===== config.mk =====
export PLATFORM = sky130hd
export DESIGN_NAME = battle_turn_controller
export DESIGN_NICKNAME = d
export VERILOG_FILES = /design/src/rtl/battle_turn_controller.sv
export SDC_FILE = /design/constraint.sdc
export NUM_CORES = 1
export LEC_CHECK = 0
export BUFFER_PORTS_ARGS = -buffer_cell sky130_fd_sc_hd__buf_2
export CORE_UTILIZATION = 25
export DETAILED_ROUTE_END_ITERATION = 12
export SYNTH_ARGS = -nofsm -noshare
export SYNTH_HDL_FRONTEND = slang
export SYNTH_SLANG_ARGS = --single-unit

===== constraint.sdc =====
create_clock -name clk -period 2.6 [get_ports clk]
set_input_delay 0.13 -clock clk [delete_from_list [all_inputs] [get_ports clk]]
set_output_delay 0.13 -clock clk [all_outputs]
set_load 0.1 [all_outputs]

===== src/rtl/battle_turn_controller.sv =====
// Two-player battleships turn sequencer: holds both fleets' segment placements,
// resolves the active player's shots against the opponent fleet, tracks per-segment
// hit bits and sticky per-ship sunk flags, and declares a winner once a fleet is sunk.
// Latency: shot handshake in T, result_valid in T+2, shot_ready again in T+3 (1 shot / 3 cycles).
// Backpressure: shot_ready is a decode of the registered state; it is high only while
// waiting for a shot, never in SETUP, CHECK, REPORT or OVER.
//
// Ports:
//   clk, reset_n                 clock, asynchronous active-low reset
//   place_*                      segment placement writes (SETUP only)
//   start                        begin the game once every segment has been placed
//   shot_valid/shot_ready/shot_* shot handshake from the active player
//   turn                         active player
//   result_*                     registered result of the last resolved shot
//   sunk_p0, sunk_p1             sticky per-ship sunk flags per fleet
//   game_over, winner            end-of-game status
module battle_turn_controller #(
    parameter int  NUM_SHIPS = 2,
    parameter int  SHIP_SIZE = 3,
    parameter int  COORD_W   = 3,
    localparam int SHIP_W    = (NUM_SHIPS > 1) ? $clog2(NUM_SHIPS) : 1,
    localparam int SEG_W     = (SHIP_SIZE > 1) ? $clog2(SHIP_SIZE) : 1
) (
    input  logic                 clk,
    input  logic                 reset_n,
    input  logic                 place_valid,
    input  logic                 place_player,
    input  logic [SHIP_W-1:0]    place_ship,
    input  logic [SEG_W-1:0]     place_seg,
    input  logic [COORD_W-1:0]   place_row,
    input  logic [COORD_W-1:0]   place_col,
    input  logic                 start,
    input  logic                 shot_valid,
    output logic                 shot_ready,
    input  logic [COORD_W-1:0]   shot_row,
    input  logic [COORD_W-1:0]   shot_col,
    output logic                 turn,
    output logic                 result_valid,
    output logic                 result_hit,
    output logic                 result_repeat,
    output logic                 result_sunk,
    output logic [SHIP_W-1:0]    result_ship,
    output logic [NUM_SHIPS-1:0] sunk_p0,
    output logic [NUM_SHIPS-1:0] sunk_p1,
    output logic                 game_over,
    output logic                 winner
);

    typedef enum logic [2:0] {
        ST_SETUP  = 3'd0,
        ST_SHOT   = 3'd1,
        ST_CHECK  = 3'd2,
        ST_REPORT = 3'd3,
        ST_OVER   = 3'd4
    } state_e;

    // One bit per segment of one fleet.
    typedef logic [NUM_SHIPS-1:0][SHIP_SIZE-1:0] seg_mask_t;

    state_e state_q, state_d;

    // Fleet storage, indexed [player][ship][segment].
    logic [1:0][NUM_SHIPS-1:0][SHIP_SIZE-1:0][COORD_W-1:0] row_q;
    logic [1:0][NUM_SHIPS-1:0][SHIP_SIZE-1:0][COORD_W-1:0] col_q;
    seg_mask_t [1:0]            placed_q;
    seg_mask_t [1:0]            hit_q;
    logic [1:0][NUM_SHIPS-1:0]  sunk_q;

    logic [COORD_W-1:0] shot_row_q;
    logic [COORD_W-1:0] shot_col_q;
    logic               turn_q;
    logic               game_over_q;
    logic               winner_q;
    logic               result_hit_q;
    logic               result_repeat_q;
    logic               result_sunk_q;
    logic [SHIP_W-1:0]  result_ship_q;

    logic               opp;
    logic               all_placed;
    logic               opp_all_sunk;
    logic               place_in_range;
    seg_mask_t          match;
    seg_mask_t          hit_new;
    logic [NUM_SHIPS-1:0] full;
    logic               any_match;
    logic               any_fresh;
    logic [SHIP_W-1:0]  first_ship;

    assign opp            = ~turn_q;
    assign all_placed     = &placed_q;
    // Read in REPORT, after CHECK has already folded this shot into sunk_q.
    assign opp_all_sunk   = &sunk_q[opp];
    // Index fields can be wider than the ship/segment counts; such writes are dropped.
    assign place_in_range = (int'(place_ship) < NUM_SHIPS) && (int'(place_seg) < SHIP_SIZE);

    // Shot resolution against the opponent fleet. Overlapping segments can all match.
    always_comb begin
        match      = '0;
        full       = '0;
        first_ship = '0;
        for (int s = 0; s < NUM_SHIPS; s++) begin
            for (int g = 0; g < SHIP_SIZE; g++) begin
                match[s][g] = (row_q[opp][s][g] == shot_row_q) &&
                              (col_q[opp][s][g] == shot_col_q);
            end
        end
        hit_new = hit_q[opp] | match;
        for (int s = 0; s < NUM_SHIPS; s++) begin
            full[s] = &hit_new[s];
        end
        // Walk downwards so the lowest matching ship index wins.
        for (int s = NUM_SHIPS - 1; s >= 0; s--) begin
            if (|match[s]) begin
                first_ship = SHIP_W'(s);
            end
        end
        any_match = |match;
        any_fresh = |(match & ~hit_q[opp]);
    end

    always_ff @(posedge clk or negedge reset_n) begin
        if (!reset_n) begin
            state_q <= ST_SETUP;
        end else begin
            state_q <= state_d;
        end
    end

    always_comb begin
        state_d = state_q;
        case (state_q)
            ST_SETUP:  if (start && all_placed) state_d = ST_SHOT;
            ST_SHOT:   if (shot_valid) state_d = ST_CHECK;
            ST_CHECK:  state_d = ST_REPORT;
            ST_REPORT: state_d = opp_all_sunk ? ST_OVER : ST_SHOT;
            ST_OVER:   state_d = ST_OVER;
            default:   state_d = ST_SETUP;
        endcase
    end

    always_ff @(posedge clk or negedge reset_n) begin
        if (!reset_n) begin
            row_q           <= '0;
            col_q           <= '0;
            placed_q        <= '0;
            hit_q           <= '0;
            sunk_q          <= '0;
            shot_row_q      <= '0;
            shot_col_q      <= '0;
            turn_q          <= 1'b0;
            game_over_q     <= 1'b0;
            winner_q        <= 1'b0;
            result_hit_q    <= 1'b0;
            result_repeat_q <= 1'b0;
            result_sunk_q   <= 1'b0;
            result_ship_q   <= '0;
        end else begin
            case (state_q)
                ST_SETUP: begin
                    if (place_valid && place_in_range) begin
                        row_q[place_player][place_ship][place_seg]    <= place_row;
                        col_q[place_player][place_ship][place_seg]    <= place_col;
                        placed_q[place_player][place_ship][place_seg] <= 1'b1;
                    end
                    if (start && all_placed) begin
                        turn_q <= 1'b0;
                    end
                end
                ST_SHOT: begin
                    if (shot_valid) begin
                        shot_row_q <= shot_row;
                        shot_col_q <= shot_col;
                    end
                end
                ST_CHECK: begin
                    hit_q[opp]      <= hit_new;
                    sunk_q[opp]     <= sunk_q[opp] | full;
                    result_hit_q    <= any_fresh;
                    result_repeat_q <= any_match & ~any_fresh;
                    result_sunk_q   <= |(full & ~sunk_q[opp]);
                    result_ship_q   <= first_ship;
                end
                ST_REPORT: begin
                    if (opp_all_sunk) begin
                        game_over_q <= 1'b1;
                        winner_q    <= turn_q;
                    end else begin
                        turn_q <= ~turn_q;
                    end
                end
                default: begin
                end
            endcase
        end
    end

    assign shot_ready    = (state_q == ST_SHOT);
    assign result_valid  = (state_q == ST_REPORT);
    assign turn          = turn_q;
    assign result_hit    = result_hit_q;
    assign result_repeat = result_repeat_q;
    assign result_sunk   = result_sunk_q;
    assign result_ship   = result_ship_q;
    assign sunk_p0       = sunk_q[0];
    assign sunk_p1       = sunk_q[1];
    assign game_over     = game_over_q;
    assign winner        = winner_q;

endmodule


# [Word-level counts from Yosys, hierarchy flattened]
# Cells that the tools add are included.
# W data, S select, Z words.
[totals] regBits=116 input_bits=21 out_inout_bits=13 wordCells=147
[op_classes] magnitude_cmp=9 eq_ne=19 n_mux=37 bitwise=10 reduce_logical=28
[ops] op="$mux W18" n=5
[ops] op="$bwmux W36" n=2
[ops] op="$eq A3 B3 Y1" n=12
[ops] op="$mux W6" n=4
[ops] op="$demux W18 S1" n=1
[ops] op="$mux W3" n=5
[ops] op="$pmux W3 S5" n=1
[ops] op="$bwmux W12" n=1
[ops] op="$demux W6 S1" n=2
[ops] op="$logic_and A1 B1 Y1" n=12
[ops] op="$or A12 B12 Y12" n=1
[ops] op="$reduce_and A12 Y1" n=1
[ops] op="$reduce_and A3 Y1" n=4
[ops] op="$reduce_or A6 Y1" n=2
[ops] op="$demux W9 S1" n=1
[ops] op="$mux W9" n=1
[ops] op="$reduce_and A2 Y1" n=4
[ops] op="$and A6 B6 Y6" n=1
[ops] op="$demux W3 S2" n=1
[ops] op="$eq A3 B2 Y1 const B" n=2
[ops] op="$lt A1 B2 Y1 const B" n=3
[ops] op="$mux W2" n=3
[ops] op="$ne A2 B2 Y1 const B" n=3
[ops] op="$not A6 Y6" n=1
[ops] op="22 further kinds" n=30

# [Logic depth before layout (Yosys ltp)]
# Gate-level depths: netlist (run 1).
[logic_depth] word_depth=9 mapped_depth=10 ltp_nobuf=7

# [Least setup slack after synthesis (run 1)]
# Ideal clock, no wire load.
[synth_timing] kind="flip-flop to output port" startpoint="register state_q[2]" endpoint="output shot_ready" t_arrival_ns=2.760 t_required_ns=2.470 setup_slack_ns=-0.290 path_stages_with_launch=3 n_path_buf=1 cell_sequence="dfrtp_1 -> clkbuf_1 -> nor3b_1"
[synth_via] elab_chain_len=1
[synth_lines] item="start, declared" line="60" text="state_e state_q, state_d;"
[synth_lines] item="start signal, assigned" line="126" text="state_q <= state_d;"
[synth_lines] item="$eq A3 B1 Y1" line="198" text="assign shot_ready = (state_q == ST_SHOT);"
[synth_lines] item="end, declared" line="34" text="output logic shot_ready,"
# No other way between the ends.

# [Final worst setup path (run 1)]
[layout_timing] startpoint="register turn_q (netlist: turn)" endpoint="register result_sunk_q (netlist: result_sunk)"
[layout_via] elab_chain_len=8 word_cells_on_any_way=32 cone_classes="eq/ne: 12; mux: 8; bitwise: 3; reduce/logical: 9"
[layout_lines] item="start, declared" line="71" text="logic turn_q;"
[layout_lines] item="start signal, assigned" line="189" text="turn_q <= ~turn_q;"
[layout_lines] item="$mux W18, on equally long branches (2 in series)" line="104, 105"
[layout_lines] item="$eq A3 B3 Y1, on equally long branches" line="104, 105"
[layout_lines] item="$logic_and A1 B1 Y1" line="104" text="match[s][g] = (row_q[opp][s][g] == shot_row_q) &&"
[layout_lines] item="$or A6 B6 Y6" line="108" text="hit_new = hit_q[opp] | match;"
[layout_lines] item="$reduce_and A3 Y1" line="110" text="full[s] = &hit_new[s];"
[layout_lines] item="$and A2 B2 Y2 *" line="181" text="result_sunk_q <= |(full & ~sunk_q[opp]);"
[layout_lines] item="$reduce_or A2 Y1 *" line="181"
[layout_lines] item="end signal, assigned" line="181"
[layout_lines] item="end, declared" line="76" text="logic result_sunk_q;"
# Mark *: on every way between the ends. The rest lies on a longest branch, timed or not. The select of a mux whose other input is x is not followed.
# A chain may end at the register's enable or synchronous reset.

==> summary.md, run 1 <==
| Metric | Value |
|---|---|
| Die ar. | 0.0225 sq mm |
| First-iteration detailed-routing DRC count | 156 |
| Clk slew on worst S/H paths | 0.05 ns |
| Placement-stage cell area | 0.00604 sq mm |
| CP startpoint kind | flip-flop |
| Die extent in y | 150 microns |
| Horiz. Die Dim | 150 microns |
| Grt total ovfl | 0 |
| Slowest cell delay on critical path | 0.56 ns |
| CTS tree | done |
| Via Count | 3522 |
| Skew final | 0.00691 ns |
| Yosys warns | 0 |
| Adder-cell share of the synthesized area | 0 |
| Min Clock Period, post-route | 2.44 ns |
| Combinational family with the most area after synthesis | multiplexers |
| Yosys top cell area share | 0.529 |
| PD cells | 1290 mW/mm^2 |
| Area leader, netlist | dfrtp_1 |
| Final Hold Vio Count | 0 |
| Top cells by area, synth | dfrtp_1, mux2_2, mux2i_1, xnor2_1, nor2_1 |
| Fillers | 2125 |
| Setup Crit Path Kind | reg -> reg |
| Maxcap violations | 0 |
| Setup crit end kind | flip-flop |
| Number of buffers added for setup after CTS | 0 |
| Syn Std Cell Area | 0.00549 sq mm |
| Total core area | 0.0213 sq mm |
| Synth Area in Compound Gates | 0.0429 |
| Global placement routability congestion | 0.774 |
| CTS Buf Count | 17 |
| Final WL | 12200 microns |
| Top FF cell, synth | dfrtp_1 |
| M1 WL | 5410 microns |
| Std-Cell Rows | 53 |
| First-pass GRT wire length | 20100 microns |
| Gr usage total | 0.118 |
| Worst Hold Class | in -> reg |
| Root Buffer Master | clkbuf_16 |
| Maximum buffer depth of the clock tree | 2 |
| Total iterations of the first detailed-routing run | 6 |
| CP Cell Sequence | buf_12, mux2i_1, xnor2_1, nor4_2, a21oi_1, or3_4, a2bb2oi_2, a21oi_2 |
| H-tree depth | 4 |
| Non-filler instance count after layout | 780 |
| FF+latch area | 0.00291 sq mm |
| Crit-path max FO | 16 |
| Placed Cells | 741 |
| Peak supply drop | 0.446 mV |
| Worst slew margin | 0.504 |
| Distinct cells, synth | 42 |
| Worst Tran Pin Value | 0.744 ns |
| Port bufs | 33 |
| Antenna diode instance count | 0 |
| Max-slew violation count | 0 |
| Area of the multi-input gates | 0.00244 sq mm |
| XOR/XNOR Fraction of Synth Area | 0.0575 |
| Mapped Cells | 439 |
| Master of the slowest instance on the critical path | dfrtp_4 |
| Mux cell area share after synthesis | 0.242 |
| Critical Path RT | 2.93 ns |
| Vias in the first global route | 3793 |
| # clock sinks | 116 |
| Final ANT Viol Nets | 0 |
| Largest net degree at the start of global routing | 63 |
| WL/cell | 15.7 microns |
| Synthesis-to-finish area growth | 21.3% |
| WL met3 | 449 microns |
| Asr flop ratio synth | 1.00 |
| Metal2 WL | 6200 microns |
| LEAKAGE | 2.95 nW |
| RSZ-0062 raised after global routing | no |
| Flops & latches, synth | 116 |
| CP arrival | 2.77 ns |
| Post-synthesis net count | 460 |
| Sequential fraction of the synthesis area | 0.529 |
| Max Used Layer | met5 |
| DRC | 0 |
| Final Instance Area | 0.00666 sq mm |
| Final setup fails | 0 |
| Share of layout cells above drive strength 1 | 0.370 |
| DP Wirelength | 8930 microns |
| Simple-gate share of the synthesized area | 0.101 |
| Final Cycle Share | 0.938 |
| Antenna violations before repair | 1 |
| Vias/cell | 4.52 |
| Nets | 513 |
| Post-synth EDFFs | 0 |
| Most frequent cells in the layout | dfrtp_1, mux2_2, mux2i_1, xnor2_1 |
| Leading cell type in the layout, fill and taps excluded | dfrtp_1 |
| Max Clock Freq | 410 MHz |
| Status | finished clean |
| Setup TNS | 0 ns |
| I/O pin total | 34 |
| Initial Utilization | 0.258 |
| Syn avg cell area | 12.5 sq um |
| Clock latency on the worst-skew pair | 0.40 ns |
-- layout make-up --
type | count | area share
Tap cell | 275 | 0.0517
Inverter | 2 | 0.00113
Multi-Input combinational cell | 295 | 0.367
Timing Repair Buffer | 60 | 0.0626
Clock buffer | 28 | 0.0776
Sequential cell | 116 | 0.437
Clock inverter | 4 | 0.00301
-- critical path, delay by kind of cell, from the launching register on --
family	cells	cell delay, ns
DFF	1	0.56
and+or+nand+nor	2	0.71
muxes	1	0.28
AOI/OAI and AO/OA	3	0.47
xor gates and xnor gates	1	0.12
buffers and inverters	1	0.21
-- cell families after synthesis --
family                 count (synthesis)
XOR/XNOR                              36
multiplexers                         122
AO/OA/AOI/OAI                         38
flip-flops                           116
buffers and inverters                 28
AND/OR/NAND/NOR                       99
-- cell usage after synthesis (2+ instances only) --
cell      number
nor4bb_1       2
nor3_1         2
nor2b_1        4
inv_1          2
o21bai_1       2
nand4_1        3
clkbuf_1      14
xnor2_1       36
nand3b_1       2
buf_1          2
mux2_2        85
nand2b_1       8
nand2_1       13
a21oi_1       19
mux2i_1       37
dfrtp_1      116
a21o_1         4
nand3_1        3
or4_1          2
nor2_1        32
buf_2          6
nor4_1         5
buf_6          3
o22ai_1        2
o21ai_0        4
nor3_2         4
or2_2         11
nor4_2         2
-- sequential cells by signal (all words and copies together), names as in the netlist --
name / count
row_q: 36
result_hit: 1
placed_q: 12
result_ship: 1
game_over: 1
state_q: 3
shot_col_q: 3
hit_q: 12
result_repeat: 1
shot_row_q: 3
turn: 1
col_q: 36
sunk_p0: 2
result_sunk: 1
sunk_p1: 2
winner: 1
-- final timing paths --
path,startpoint,endpoint,slack (ns),cells after the start
worst max-delay path,turn,result_sunk,0.16,8
worst min-delay path,shot_valid,state_q[0],0.03,3
worst max register to register,turn,result_sunk,0.16,8
worst min register to register,game_over,game_over,0.46,1
max in group asynchronous,reset_n,turn,1.43,3
min in group asynchronous,reset_n,shot_row_q[1],0.33,2
-- metrics by stage --
stage | worst slack [ns] | util | hold slack, ns | total power [mW]
2_1_floorplan | 0.188 | - | -0.166 | 5.78
4_1_cts | 0.0499 | 0.312 | 0.0136 | 8.66
6_report | 0.161 | 0.313 | 0.0314 | 8.59
3_3_place_gp | 0.141 | 0.284 | 0.213 | 6.41
3_5_place_dp | 0.0815 | 0.284 | 0.234 | 6.53
5_1_grt | 0.0425 | 0.313 | 0.0295 | 9.12
-- routing by layer --
metal | track usage | up-vias
met4 | 0.0313 | 2
met2 | 0.206 | 48
met5 | 0 | -
met1 | 0.140 | 1812
met3 | 0.0358 | 16
li1 | - | 1644
-- where the power goes --
group / total, mW / switching [mW] / internal [mW]
sequential: 3.14 / 0.612 / 2.52
combinational: 3.38 / 1.92 / 1.46
clock: 2.08 / 0.739 / 1.34
-- timing repair --
item | 4_1_cts | 5_1_grt
setup endpoints to repair | 0 | 4
hold buffers | 7 | 0
hold endpoints to repair | 60 | 0
gates resized for setup | 0 | 3
Note: power is estimated with default switching activity, not from simulation.
==> inputs of run 2 (changes only) <==
--- a/config.mk
+++ b/config.mk
@@ -5,7 +5,7 @@
 export SDC_FILE = /design/constraint.sdc
 export NUM_CORES = 1
 export LEC_CHECK = 0
-export BUFFER_PORTS_ARGS = -buffer_cell sky130_fd_sc_hd__buf_2
+export BUFFER_PORTS_ARGS = -buffer_cell sky130_fd_sc_hd__buf_4
 export CORE_UTILIZATION = 25
 export DETAILED_ROUTE_END_ITERATION = 12
 export SYNTH_ARGS = -nofsm -noshare
==> run 2 against run 1 <==
Effect of this change: total power is 2.7% higher; critical path depth is 1 higher; setup slack worse by 0.043 ns; final cell count is 0.13% higher; clock power is 6% higher; clock-buffer cell count is 2 lower; critical path type unchanged; final area is 2.3% higher.
==> summary.md, run 2 (synthesized netlist as in run 1, its figures left out) <==
| Metric | Value |
|---|---|
| Status | finished clean |
| Nets | 516 |
| Top flop regs | col_q: 36 flops, row_q: 36 flops |
| Setup Crit Path Kind | reg -> reg |
| Initial Utilization | 0.258 |
| Max Clock Freq | 403 MHz |
| Vias in the first global route | 3825 |
| Total iterations of the first detailed-routing run | 4 |
| Via Count | 3488 |
| CTS tree | done |
| Final Hold Vio Count | 0 |
| Die ar. | 0.0225 sq mm |
| CP startpoint kind | flip-flop |
| Antenna violations before repair | 0 |
| Hold path depth | 2 |
| Worst Hold Class | in -> reg |
| Grt total ovfl | 0 |
| H-tree depth | 4 |
| Worst reg2reg startpoint | turn |
| Total core area | 0.0213 sq mm |
| Horiz. Die Dim | 150 microns |
| Overall power | 8.83 mW |
| CP arrival | 2.82 ns |
| Final Cycle Share | 0.955 |
| Share of layout cells above drive strength 1 | 0.379 |
| First-iteration detailed-routing DRC count | 184 |
| Antenna diode instance count | 0 |
| Maxcap violations | 0 |
| Most frequent cells in the layout | dfrtp_1, mux2_2, buf_4, mux2i_1, xnor2_1 |
| Die extent in y | 150 microns |
| Register-to-Register Path Depth | 9 |
| Maximum buffer depth of the clock tree | 2 |
| Leading cell type in the layout, fill and taps excluded | dfrtp_1 |
| WL/cell | 15.7 microns |
| CP startpoint | turn |
| Clock latency on the worst-skew pair | 0.41 ns |
| Critical Path RT | 2.94 ns |
| Hold Startpoint | place_row[1] |
| Fillers | 2100 |
| Flop-to-flop setup slack | 0.12 ns |
| Buf+Inv Stages, Crit Path | 2 |
| Final setup margin | 0.117 ns |
| Setup TNS | 0 ns |
| Setup crit end kind | flip-flop |
| Vias/cell | 4.47 |
| LEAKAGE | 3.01 nW |
| Std-Cell Rows | 53 |
| Final setup fails | 0 |
| RSZ-0062 raised after global routing | no |
| CP Cell Sequence | buf_12, mux2i_1, xnor2_1, nor4_2, buf_4, a21oi_1, nor3_2, a2bb2oi_2, a21oi_2 |
| Synthesis-to-finish area growth | 24.1% |
| DP Wirelength | 8990 microns |
| Cell family with most CP delay | simple AND/OR/NAND/NOR gates |
| PD cells | 1300 mW/mm^2 |
| Peak supply drop | 0.495 mV |
| DP Worst Slack | -0.0427 ns |
| Number of buffers added for setup after CTS | 0 |
| Final ANT Viol Nets | 0 |
| Master of the slowest instance on the critical path | dfrtp_4 |
| Final Instance Area | 0.00681 sq mm |
| I/O pin total | 34 |
| Hold Path End | row_q[19] |
| Skew final | 0.00715 ns |
| Worst r2r dst | result_sunk |
| Placement-stage cell area | 0.00614 sq mm |
| Crit-path max FO | 22 |
| Max-slew violation count | 0 |
| Gr usage total | 0.120 |
| DRC | 0 |
| Worst slew margin | 0.660 |
| CTS Buf Count | 17 |
| # clock sinks | 116 |
| Global placement routability congestion | 0.771 |
| Min Clock Period, post-route | 2.48 ns |
| First-pass GRT wire length | 20300 microns |
| Final WL | 12300 microns |
| Clk slew on worst S/H paths | 0.05 ns |
| Slowest cell delay on critical path | 0.55 ns |
| Root Buffer Master | clkbuf_16 |
| Largest net degree at the start of global routing | 54 |
| Final core area utilization | 0.320 |
| Port bufs | 33 |
| Worst Tran Pin Value | 0.510 ns |
-- run 2: what timing repair did --
action,CTS,global route
endpoints found under the setup margin,1,1
hold endpoints to repair,43,0
gates resized for setup,2,2
hold buffers,8,0
-- run 2: how the worst max path moves through the flow --
stage	to	cells after the start	slack, ns
global placement	result_sunk	9	-0.03
detailed placement	result_sunk	9	-0.04
floorplan	result_sunk	9	0.19
global route	result_sunk	9	0.008
finish	result_sunk	9	0.12
CTS	result_sunk	9	0.07
-- run 2: per-stage QoR --
step / instances / hold WS [ns]
6_report: 781 / 0.0782
3_5_place_dp: 743 / 0.147
5_1_grt: 781 / 0.0792
4_1_cts: 781 / 0.0532
2_1_floorplan: 439 / -0.166
3_3_place_gp: 743 / 0.131
-- run 2: area by class of cell --
cell class,count,area [sq um],area share
Timing Repair Buffer,63,531,0.0779
Clock buffer,26,519,0.0762
Inverter,2,7.51,0.00110
Tap cell,275,344,0.0505
Sequential cell,116,2910,0.427
Clock inverter,4,45.0,0.00661
Multi-Input combinational cell,295,2460,0.361
-- run 2: routing by layer --
metal / GRT usage / wire length [microns]
met1: 0.145 / 5400
met2: 0.206 / 6290
met3: 0.0345 / 449
met4: 0.0379 / 114
met5: 0 / 0
-- run 2: power breakdown --
part	leakage, nW	switching, mW	internal (mW)
registers	1.48	0.610	2.52
clock network	0.282	0.752	1.45
logic	1.25	1.94	1.56
